===== config.mk =====
export PLATFORM = sky130hd
export DESIGN_NAME = fpcvt_sched_flat
export DESIGN_NICKNAME = d
export VERILOG_FILES = /design/src/rtl/fpcvt_pkg.sv /design/src/rtl/fpcvt_sched_if.sv /design/src/rtl/fpcvt_round.sv /design/src/rtl/fpcvt_sched.sv /design/src/flat_wrapper.sv
export SDC_FILE = /design/constraint.sdc
export NUM_CORES = 1
export LEC_CHECK = 0
export CAP_MARGIN = 20
export CORE_UTILIZATION = 35
export DETAILED_ROUTE_END_ITERATION = 8
export HOLD_SLACK_MARGIN = 0.1
export PLACE_DENSITY = 0.67
export SETUP_SLACK_MARGIN = 0.5
export SYNTH_ARGS = -nofsm -noshare
export SYNTH_HDL_FRONTEND = slang
export SYNTH_HIERARCHICAL = 1
export SYNTH_SLANG_ARGS = --single-unit

===== constraint.sdc =====
create_clock -name clk -period 4.6 [get_ports clk]
set_input_delay 1.38 -clock clk [delete_from_list [all_inputs] [get_ports clk]]
set_output_delay 1.38 -clock clk [all_outputs]
set_load 0.01 [all_outputs]

===== src/rtl/fpcvt_pkg.sv =====
// Shared widths for the linear-to-float converter and its scheduler.
package fpcvt_pkg;
  localparam int unsigned DEF_LIN_W = 12;
  localparam int unsigned DEF_EXP_W = 3;
  localparam int unsigned DEF_SIG_W = 4;
  localparam int unsigned ID_W      = 1;
endpackage


===== src/rtl/fpcvt_sched_if.sv =====
// Two requester channels plus the converted-result channel.
interface fpcvt_sched_if
  import fpcvt_pkg::*;
#(
  parameter int unsigned LIN_W = DEF_LIN_W,
  parameter int unsigned EXP_W = DEF_EXP_W,
  parameter int unsigned SIG_W = DEF_SIG_W
);
  logic             req0_valid;
  logic             req1_valid;
  logic [LIN_W-1:0] req0_d;
  logic [LIN_W-1:0] req1_d;
  logic             req0_ready;
  logic             req1_ready;
  logic             out_valid;
  logic             out_ready;
  logic [ID_W-1:0]  out_id;
  logic             out_s;
  logic [EXP_W-1:0] out_e;
  logic [SIG_W-1:0] out_f;

  modport slave (
    input  req0_valid, req1_valid, req0_d, req1_d, out_ready,
    output req0_ready, req1_ready, out_valid, out_id, out_s, out_e, out_f
  );

  modport master (
    output req0_valid, req1_valid, req0_d, req1_d, out_ready,
    input  req0_ready, req1_ready, out_valid, out_id, out_s, out_e, out_f
  );
endinterface


===== src/rtl/fpcvt_round.sv =====
// Normalise a magnitude to exponent/significand with round-half-up and saturation.
module fpcvt_round
  import fpcvt_pkg::*;
#(
  parameter int unsigned LIN_W = DEF_LIN_W,
  parameter int unsigned EXP_W = DEF_EXP_W,
  parameter int unsigned SIG_W = DEF_SIG_W
) (
  input  logic [LIN_W-2:0] i_mag,
  output logic [EXP_W-1:0] o_e,
  output logic [SIG_W-1:0] o_f
);
  localparam int unsigned MAG_W = LIN_W - 1;
  localparam int unsigned NRM_W = MAG_W - SIG_W;
  localparam logic [EXP_W-1:0] E_MAX = '1;

  logic [EXP_W-1:0] w_e;
  logic [SIG_W:0]   w_sh;
  logic [SIG_W:0]   w_sum;

  // Exponent = position of the highest set bit above the significand field.
  always_comb begin
    w_e = '0;
    for (int i = 0; i < int'(NRM_W); i++) begin
      if (i_mag[SIG_W+i]) w_e = EXP_W'(i + 1);
    end
  end

  // Bit 0 of the shifted word is the round bit (zero when e is 0).
  assign w_sh  = (SIG_W+1)'({i_mag, 1'b0} >> w_e);
  assign w_sum = {1'b0, w_sh[SIG_W:1]} + (SIG_W+1)'(w_sh[0]);

  // Renormalise on significand overflow, saturating at the top exponent.
  always_comb begin
    o_e = w_e;
    o_f = w_sum[SIG_W-1:0];
    if (w_sum[SIG_W]) begin
      if (w_e == E_MAX) begin
        o_f = '1;
      end else begin
        o_e = w_e + EXP_W'(1);
        o_f = {1'b1, {(SIG_W-1){1'b0}}};
      end
    end
  end
endmodule


===== src/rtl/fpcvt_sched.sv =====
// Round-robin two-requester scheduler feeding a two-stage conversion pipeline.
module fpcvt_sched
  import fpcvt_pkg::*;
#(
  parameter int unsigned LIN_W = DEF_LIN_W,
  parameter int unsigned EXP_W = DEF_EXP_W,
  parameter int unsigned SIG_W = DEF_SIG_W
) (
  input logic          clk,
  input logic          rst,
  fpcvt_sched_if.slave bus
);
  localparam int unsigned MAG_W = LIN_W - 1;
  localparam logic [LIN_W-1:0] D_MIN = {1'b1, {(LIN_W-1){1'b0}}};

  logic             r_last_grant;
  logic             r_s1_v;
  logic             r_s1_s;
  logic [ID_W-1:0]  r_s1_id;
  logic [MAG_W-1:0] r_s1_mag;
  logic             r_s2_v;
  logic             r_s2_s;
  logic [ID_W-1:0]  r_s2_id;
  logic [EXP_W-1:0] r_s2_e;
  logic [SIG_W-1:0] r_s2_f;

  logic             w_adv;
  logic             w_s1_load;
  logic             w_gnt;
  logic             w_acc;
  logic [LIN_W-1:0] w_d;
  logic [MAG_W-1:0] w_mag;
  logic [EXP_W-1:0] w_e;
  logic [SIG_W-1:0] w_f;

  // Flow control, arbitration and sign/magnitude split of the granted sample.
  always_comb begin
    w_adv     = !r_s2_v || bus.out_ready;
    w_s1_load = !r_s1_v || w_adv;
    w_gnt     = bus.req1_valid && (!bus.req0_valid || !r_last_grant);
    w_acc     = (bus.req0_valid || bus.req1_valid) && w_s1_load && !rst;
    w_d       = w_gnt ? bus.req1_d : bus.req0_d;
    if (w_d == D_MIN) begin
      w_mag = '1;
    end else if (w_d[LIN_W-1]) begin
      w_mag = MAG_W'(-w_d);
    end else begin
      w_mag = w_d[LIN_W-2:0];
    end
  end

  assign bus.req0_ready = w_acc && !w_gnt;
  assign bus.req1_ready = w_acc && w_gnt;

  // S1: capture the accepted sample and remember who won.
  always_ff @(posedge clk or posedge rst) begin
    if (rst) begin
      r_s1_v       <= 1'b0;
      r_s1_s       <= 1'b0;
      r_s1_id      <= '0;
      r_s1_mag     <= '0;
      r_last_grant <= 1'b1;
    end else if (w_s1_load) begin
      r_s1_v <= w_acc;
      if (w_acc) begin
        r_s1_s       <= w_d[LIN_W-1];
        r_s1_id      <= ID_W'(w_gnt);
        r_s1_mag     <= w_mag;
        r_last_grant <= w_gnt;
      end
    end
  end

  fpcvt_round #(
    .LIN_W (LIN_W),
    .EXP_W (EXP_W),
    .SIG_W (SIG_W)
  ) u_round (
    .i_mag (r_s1_mag),
    .o_e   (w_e),
    .o_f   (w_f)
  );

  // S2: hold the rounded result until the consumer takes it.
  always_ff @(posedge clk or posedge rst) begin
    if (rst) begin
      r_s2_v  <= 1'b0;
      r_s2_s  <= 1'b0;
      r_s2_id <= '0;
      r_s2_e  <= '0;
      r_s2_f  <= '0;
    end else if (w_adv) begin
      r_s2_v <= r_s1_v;
      if (r_s1_v) begin
        r_s2_s  <= r_s1_s;
        r_s2_id <= r_s1_id;
        r_s2_e  <= w_e;
        r_s2_f  <= w_f;
      end
    end
  end

  assign bus.out_valid = r_s2_v;
  assign bus.out_id    = r_s2_id;
  assign bus.out_s     = r_s2_s;
  assign bus.out_e     = r_s2_e;
  assign bus.out_f     = r_s2_f;
endmodule


===== src/flat_wrapper.sv =====
// flat-port wrapper written by rule: the top's interface ports become plain ports
module fpcvt_sched_flat import fpcvt_pkg::*;
#(
  parameter int unsigned LIN_W = DEF_LIN_W,
  parameter int unsigned EXP_W = DEF_EXP_W,
  parameter int unsigned SIG_W = DEF_SIG_W
)
  (clk, rst, bus_req0_valid, bus_req1_valid, bus_req0_d, bus_req1_d, bus_out_ready, bus_req0_ready, bus_req1_ready, bus_out_valid, bus_out_id, bus_out_s, bus_out_e, bus_out_f);
  fpcvt_sched_if #(.LIN_W(LIN_W), .EXP_W(EXP_W), .SIG_W(SIG_W)) bus_i ();
  input logic clk;
  input logic rst;
  input wire logic [$bits(bus_i.req0_valid)-1:0] bus_req0_valid;
  input wire logic [$bits(bus_i.req1_valid)-1:0] bus_req1_valid;
  input wire logic [$bits(bus_i.req0_d)-1:0] bus_req0_d;
  input wire logic [$bits(bus_i.req1_d)-1:0] bus_req1_d;
  input wire logic [$bits(bus_i.out_ready)-1:0] bus_out_ready;
  output wire logic [$bits(bus_i.req0_ready)-1:0] bus_req0_ready;
  output wire logic [$bits(bus_i.req1_ready)-1:0] bus_req1_ready;
  output wire logic [$bits(bus_i.out_valid)-1:0] bus_out_valid;
  output wire logic [$bits(bus_i.out_id)-1:0] bus_out_id;
  output wire logic [$bits(bus_i.out_s)-1:0] bus_out_s;
  output wire logic [$bits(bus_i.out_e)-1:0] bus_out_e;
  output wire logic [$bits(bus_i.out_f)-1:0] bus_out_f;
  assign bus_i.req0_valid = bus_req0_valid;
  assign bus_i.req1_valid = bus_req1_valid;
  assign bus_i.req0_d = bus_req0_d;
  assign bus_i.req1_d = bus_req1_d;
  assign bus_i.out_ready = bus_out_ready;
  assign bus_req0_ready = bus_i.req0_ready;
  assign bus_req1_ready = bus_i.req1_ready;
  assign bus_out_valid = bus_i.out_valid;
  assign bus_out_id = bus_i.out_id;
  assign bus_out_s = bus_i.out_s;
  assign bus_out_e = bus_i.out_e;
  assign bus_out_f = bus_i.out_f;
  fpcvt_sched #(.LIN_W(LIN_W), .EXP_W(EXP_W), .SIG_W(SIG_W)) u_core (.clk(clk), .rst(rst), .bus(bus_i));
endmodule

# Word level (Yosys, flattened, before mapping)
# Index checks and enable logic that the tools add are counted.
[op_classes]
add_sub_neg = 3
eq_ne = 2
shifts = 1
n_mux = 14
reduce_logical = 17
[ops]
columns = ["operator", "n"]
rows = [
  ["$mux 3", 9],
  ["$mux 11", 2],
  ["$eq 12x12->1 const B", 1],
  ["$mux 12", 1],
  ["$shr 12x3->5", 1],
  ["$neg 11->11", 1],
  ["$logic_not 1->1", 6],
  ["$add 4x1->5", 1],
  ["$logic_and 1x1->1", 5],
  ["$logic_or 1x1->1", 4],
  ["$mux 4", 1],
  ["$reduce_and 2->1", 2],
  ["$add 3x1->3 const B", 1],
  ["$eq 3x3->1 const B", 1],
  ["$mux 1", 1],
]
[totals]
register_bits = 25
input_bits = 29
elab_cells = 47

# Depth between registers and ports, before layout
# Gate-level depths: netlist of run 1.
[logic_depth]
word_depth = 10
mapped_depth = 14
depth_no_buf = 12

# Hierarchy
# Netlist of run 1, hierarchy kept.
[by_module_without_submodules]
columns = ["mod", "n_inst", "cells_per_inst", "area_each_um2"]
rows = [
  ["fpcvt_sched", 1, 151, 1551.5],
  ["fpcvt_round", 1, 90, 645.6],
]

# Least setup slack after synthesis of run 1
# OpenSTA, ideal clock, no wires.
[synth_path]
kind = "input port to output port"
startpoint = "in bus_out_ready"
endpoint = "out bus_req0_ready"
arrival_time_ns = 2.071
required_ns = 3.220
setup_slack_ns = 1.149
path_stages = 4
n_path_buf = 0
path_cell_list = "nor2b_1 > a21oi_1 > o21ai_1 > nor2_1"
[synth_via]
elab_chain_cells = 5
[synth_rtl]
columns = ["element", "line", "source"]
rows = [
  ["start: declaration", "flat_wrapper.sv:16", "input wire logic [$bits(bus_i.out_ready)-1:0] bus_out_ready;"],
  ["$logic_or 1x1->1", "fpcvt_sched.sv:38", "w_adv = !r_s2_v || bus.out_ready;"],
  ["$logic_or 1x1->1", "fpcvt_sched.sv:39", "w_s1_load = !r_s1_v || w_adv;"],
  ["$logic_and 1x1->1 (2 in a row)", "fpcvt_sched.sv:41", "w_acc = (bus.req0_valid || bus.req1_valid) && w_s1_load && !rst;"],
  ["$logic_and 1x1->1", "fpcvt_sched.sv:52", "assign bus.req0_ready = w_acc && !w_gnt;"],
  ["end: declaration", "flat_wrapper.sv:17", "output wire logic [$bits(bus_i.req0_ready)-1:0] bus_req0_ready;"],
]
# No other way between the ends.

# Worst setup path in the final report of run 1
# Ends and elaborated chain as after synthesis.

==> results of run 1 <==
-- worst min path at each step --
| stage | slack (ns) | depth (start not counted) | to |
|---|---|---|---|
| floorplan | 0.45 | 1 | u_core/r_s1_id$_DFFE_PP0P_ |
| global placement | 0.47 | 2 | u_core/r_s1_s$_DFFE_PP0P_ |
| detailed placement | 0.47 | 2 | u_core/r_s1_s$_DFFE_PP0P_ |
| CTS | 0.49 | 2 | u_core/r_s1_s$_DFFE_PP0P_ |
| global route | 0.53 | 1 | u_core/bus.out_f[2]$_DFFE_PP0P_ |
| finish | 0.49 | 2 | u_core/r_s1_s$_DFFE_PP0P_ |
-- worst max-delay path: stages --
cell             delay (ns)
clkdlybuf4s50_1        0.40
nor2b_1                0.23
a21oi_2                0.11
o21ai_1                0.12
nor2_1                 0.06
dlygate4sd2_1          0.28
-- state kept, by name, indices dropped and copies added (netlist names) --
name / count
u_core/r_s1_s: 1
u_core/r_s1_id: 1
u_core/bus.out_id: 1
u_core/r_last_grant: 1
u_core/bus.out_e: 3
u_core/bus.out_f: 4
u_core/bus.out_valid: 1
u_core/bus.out_s: 1
u_core/r_s1_v: 1
u_core/r_s1_mag: 11
-- per-layer routing --
layer / routed length [um] / GRT usage
met5: 0 / 0
met4: 19 / 0.0393
met3: 144 / 0.0146
met2: 2270 / 0.261
met1: 2180 / 0.193
-- cell type report --
| type | count | area [um^2] |
|---|---|---|
| Clock buffer | 3 | 41.3 |
| Timing Repair Buffer | 44 | 428 |
| Inverter | 8 | 30.0 |
| Sequential cell | 25 | 627 |
| Fill cell | 582 | 3320 |
| Multi-Input combinational cell | 194 | 1440 |
| Tap cell | 75 | 93.8 |
| Clock inverter | 1 | 7.51 |
-- synth_stat cells (all sizes together), types with 2 or more instances --
cell type and instances:
o211ai 10, o21ai 19, or3 2, nand2 22, a21oi 13, mux2i 10, clkbuf 3, xor2 5
a21boi 2, ha 3, nor4 2, o31ai 2, a31oi 8, nor2 22, a21o 3, o21a 6
and3 2, inv 8, mux2 11, dfrtp 24, nand3 4, nor3 3, o221ai 3, nor2b 4
a22o 2, and2 4, buf 11, xnor2 5, nor3b 4, or2 3, nand2b 3, o22a 2
or4 3
-- power by group through the flow --
stage	sequential [mW]	combinational, mW	clock [mW]
3_5_place_dp	0.361	0.534	0
2_1_floorplan	0.343	0.391	0
5_1_grt	0.368	0.592	0.144
3_3_place_gp	0.360	0.527	0
6_report	0.355	0.534	0.131
4_1_cts	0.356	0.536	0.134
-- cells by family (layout without fill, tap and decap cells) --
kind of cell,count (synthesis),after routing
xor gates and xnor gates,10,10
DFF,25,25
muxes,21,21
AOI/OAI and AO/OA,81,81
and+or+nand+nor,79,79
adders and majority gates,3,3
buffers and inverters,22,56
-- repair_timing --
item,CTS,global route
resized for setup,3,0
setup buffers,1,0
setup endpoints to repair,2,0
==> qor.csv, run 1 <==
metric,value,unit
status,completed,
synth_compound_area_frac,0.291,
cts_tree,built,
path_max_fanout,4,
r2r_start,u_core/r_s1_mag[9]$_DFFE_PP0P_,
synth_flop_cell,dfrtp_1,
finalSetupViolations,0,
pwr-share-comb,0.524,
clock_sinks,25,
intPower,0.623,mW
syn_inst,241,
clock_latency,0.27,ns
die_h,81.2,um
detail_route.iter0.violations,83,
die_x,81.2,um
synth_mux_area_frac,0.102,
drive_gt1_frac,0.185,
max_freq,0.252,GHz
hold_violations,0,
synth_edf_count,0,
synth_xor_area_frac,0.0399,
rsz0062_at_grt,no,
min_period,3.97,ns
required,3.22,ns
place_ws,0.270,ns
antenna_found_initial,0,
final_common_cell,clkdlybuf4s50_1,
synthArstFlopShare,1.00,
holdWs,0.486,ns
crit_start,bus_out_ready,
final_cell_mix,"clkdlybuf4s50_1, dfrtp_1, nand2_1",
regToRegSetupSlack,1.47,ns
crit_path_start_kind,primary input,
maxCapViolCount,0,
netlist_area,2200,um^2
num-nets-final,308,
synthTopCellsByArea,"dfrtp_1, mux2_2, mux2i_1",
syn_nets,273,
vias,1905,
io_buffers,40,
maxSlewViolCount,0,
final_area,2670,um^2
place_inst,345,
power.leakage,1.04,nW
ant_nets,0,
grt_pass1_wl,7800,um
vias_per_cell,5.44,
ios,41,
yosysWarnings,6,
switching_power,0.396,mW
dieArea,6600,um^2
n_antenna_cell,0,
grt_pass1_vias,1752,
post-route-drc-count,0,
fin_ws,0.633,ns
clk_pin_slew,0.09,ns
seqPwrFrac,0.348,
dr.pass1.iters,4,
end_kind,output port,
hp-start,u_core/r_s1_s$_DFFE_PP0P_,
synth-simple-area-share,0.203,
power_density,382,nW/um^2
rr_worst_depth,12,
vdd_ir_drop_max,0.196,mV
ys_ff_latch,25,
initial_core_util,0.367,
synthAdderAreaFrac,0.0171,
crit_path_end,bus_req0_ready,
yosysSeqAreaShare,0.285,
post_drt_wl_per_cell,13.2,um
slew_headroom,0.385,
rows,28,
final_util,0.445,
grt_overflow_total,0,
cts_buffer_depth,2,
core,5990,um^2
power.share.switching,0.388,
grt_max_degree,26,
total_power,1.02,mW
synth_top_area_frac,0.273,
skew,0.00884,ns
timing.rr.end,u_core/bus.out_f[1]$_DFFE_PP0P_,
totalWireLength,4610,um
routabilityCongestion,0.799,
hp-class,register to register,
hold_buffers,0,
post_dp_cell_area,2610,um^2
fin_tns_setup,0,ns
critical_path_class,primary input to output port,
syn_avg_cell_area,9.12,um^2
hpwl,3620,um
worstMarginPinSlew,0.921,ns
synth_top_family_by_area,compound AO/OA/AOI/OAI gates,
cts_buffers,3,
fin_cells,350,
grt_usage,0.149,
root_buffer,clkbuf_8,
htreeDepth,1,
yosysTopAreaCell,dfrtp_1,
cp_data_arrival_time,2.59,ns
clkPwrFrac,0.128,
area_growth,21.4,%
period_share,0.862,
ys_types,67,
No activity file was read; power rests on OpenSTA's default activity.
==> run 2: changes to the inputs <==
- CELL_PAD_IN_SITES_DETAIL_PLACEMENT: not set -> 0
- CELL_PAD_IN_SITES_GLOBAL_PLACEMENT: not set -> 1
- PLACE_DENSITY: 0.67 -> 0.82
==> run 2 against run 1 <==
Non-clock buffer count stayed put. Worst hold slack about the same. Clock power about the same. Power about the same. Critical path depth fell by 1. Critical path type unchanged. Largest power group unchanged. Highest routed layer unchanged.
==> qor.csv, run 2 (synthesis results as in run 1) <==
metric,value,unit,change
status,completed,,unchanged
final_util,0.445,,unchanged
hp-class,register to register,,unchanged
post-route-drc-count,0,,unchanged
io_buffers,40,,unchanged
cts_buffers,3,,unchanged
ant_nets,0,,unchanged
finalSetupViolations,0,,unchanged
regMostFlops,u_core/r_s1_mag,,unchanged
detail_route.iter0.violations,91,,was 83
root_buffer,clkbuf_8,,unchanged
cp_data_arrival_time,2.62,ns,was 2.59 ns
multi_input_area,1440,um^2,unchanged
power.leakage,1.04,nW,unchanged
min_to,u_core/r_s1_s$_DFFE_PP0P_,,unchanged
slew_headroom,0.383,,was 0.385
cts_tree,built,,unchanged
grt_pass1_vias,1822,,was 1752
cts_buffer_depth,2,,unchanged
hp-start,u_core/r_s1_s$_DFFE_PP0P_,,unchanged
timing.rr.end,u_core/bus.out_f[1]$_DFFE_PP0P_,,unchanged
initial_core_util,0.367,,unchanged
fillers,604,,was 582
fin_tns_setup,0,ns,unchanged
clock_sinks,25,,unchanged
rows,28,,unchanged
ios,41,,unchanged
critical_path_class,primary input to output port,,unchanged
grt_overflow_total,0,,unchanged
skew,0.00788,ns,was 0.00884 ns
total_power,1.02,mW,about the same
die_x,81.2,um,unchanged
vias,1929,,was 1905
hold_buffers,0,,unchanged
grt_pass1_wl,8090,um,was 7800 um
power_density,382,nW/um^2,about the same
regToRegSetupSlack,1.49,ns,was 1.47 ns
r2r_start,u_core/r_s1_mag[9]$_DFFE_PP0P_,,unchanged
totalWireLength,4670,um,was 4610 um
min_period,4.00,ns,was 3.97 ns
path_max_fanout,12,,was 4
antenna_found_initial,0,,unchanged
n_antenna_cell,0,,unchanged
ff_latch_area,627,um^2,unchanged
final_common_cell,clkdlybuf4s50_1,,unchanged
maxCapViolCount,0,,unchanged
hold_violations,0,,unchanged
area_growth,21.4,%,unchanged
dieArea,6600,um^2,unchanged
final_cell_mix,"clkdlybuf4s50_1, dfrtp_1, nand2_1",,unchanged
worstMarginPinSlew,0.924,ns,was 0.921 ns
dr.pass1.iters,5,,was 4
grt_usage,0.155,,was 0.149
post_drt_wl_per_cell,13.3,um,was 13.2 um
holdPathStages,2,,unchanged
end_kind,output port,,unchanged
largest_reg_flops,11,,unchanged
rr_worst_depth,12,,unchanged
maxSlewViolCount,0,,unchanged
core,5990,um^2,unchanged
crit_path_start_kind,primary input,,unchanged
vias_per_cell,5.51,,was 5.44
place_ws,0.278,ns,was 0.270 ns
routabilityCongestion,0.853,,was 0.799
num-nets-final,308,,unchanged
vdd_ir_drop_max,0.231,mV,was 0.196 mV
max_freq,0.250,GHz,was 0.252 GHz
required,3.22,ns,about the same
htreeDepth,1,,unchanged
clk_pin_slew,0.09,ns,about the same
die_h,81.2,um,unchanged
drive_gt1_frac,0.185,,unchanged
fin_ws,0.599,ns,was 0.633 ns
hpwl,3730,um,was 3620 um
rsz0062_at_grt,no,,unchanged
clock_latency,0.27,ns,about the same
period_share,0.870,,was 0.862
grt_max_degree,26,,unchanged
-- run 2: cell counts in the layout (fill, tap and decap cells not counted) --
Identical to the previous run, type by type.
-- run 2: power breakdown --
part / internal (mW) / total [mW] / switching, mW
registers: 0.283 / 0.357 / 0.0745
logic: 0.280 / 0.534 / 0.254
clock network: 0.0613 / 0.128 / 0.0667
total: 0.624 / 1.02 / 0.395
-- run 2: area by class of cell --
cell class                 instances  area share
multi-input combinational        194       0.540
sequential                        25       0.235
tap                               75      0.0352
clock inverter                     1     0.00282
clock buffer                       3      0.0155
timing repair buffer              44       0.160
inverter                           8      0.0113
-- run 2: repair_timing --
item,4_1_cts,5_1_grt
setup endpoints to repair,2,0
hold endpoints to repair,0,0
setup buffers,1,0
resized for setup,3,0
-- run 2: how the worst max path moves through the flow --
stage | start | end | slack [ns] | cells after the start
5_1_grt | bus_out_ready | bus_req0_ready | 0.53 | 6
6_report | bus_req1_valid | bus_req0_ready | 0.60 | 5
3_5_place_dp | bus_out_ready | bus_req0_ready | 0.28 | 6
4_1_cts | bus_req1_valid | bus_req0_ready | 0.60 | 5
2_1_floorplan | bus_out_ready | bus_req0_ready | 1.15 | 4
3_3_place_gp | bus_out_ready | bus_req0_ready | 0.29 | 6
-- run 2: metrics by stage --
step                hold slack [ns]  cell area, um^2  instances
global placement              0.466             2610        345
CTS                           0.490             2670        350
finish                        0.487             2670        350
global route                  0.526             2670        350
detailed placement            0.469             2610        345
floorplan                     0.446             2200        241
-- run 2: metal layers --
metal / up-vias / track usage / routed length [um]
met1: 905 / 0.202 / 2190
met5: - / 0 / 0
met3: 4 / 0.0146 / 169
li1: 960 / - / -
met2: 60 / 0.270 / 2260
met4: 0 / 0.0446 / 44
-- run 2: critical path: stages --
cell and delay [ns]:
clkdlybuf4s50_1 0.51, a21boi_2 0.18, buf_4 0.22, nor2_1 0.05
dlygate4sd2_1 0.28
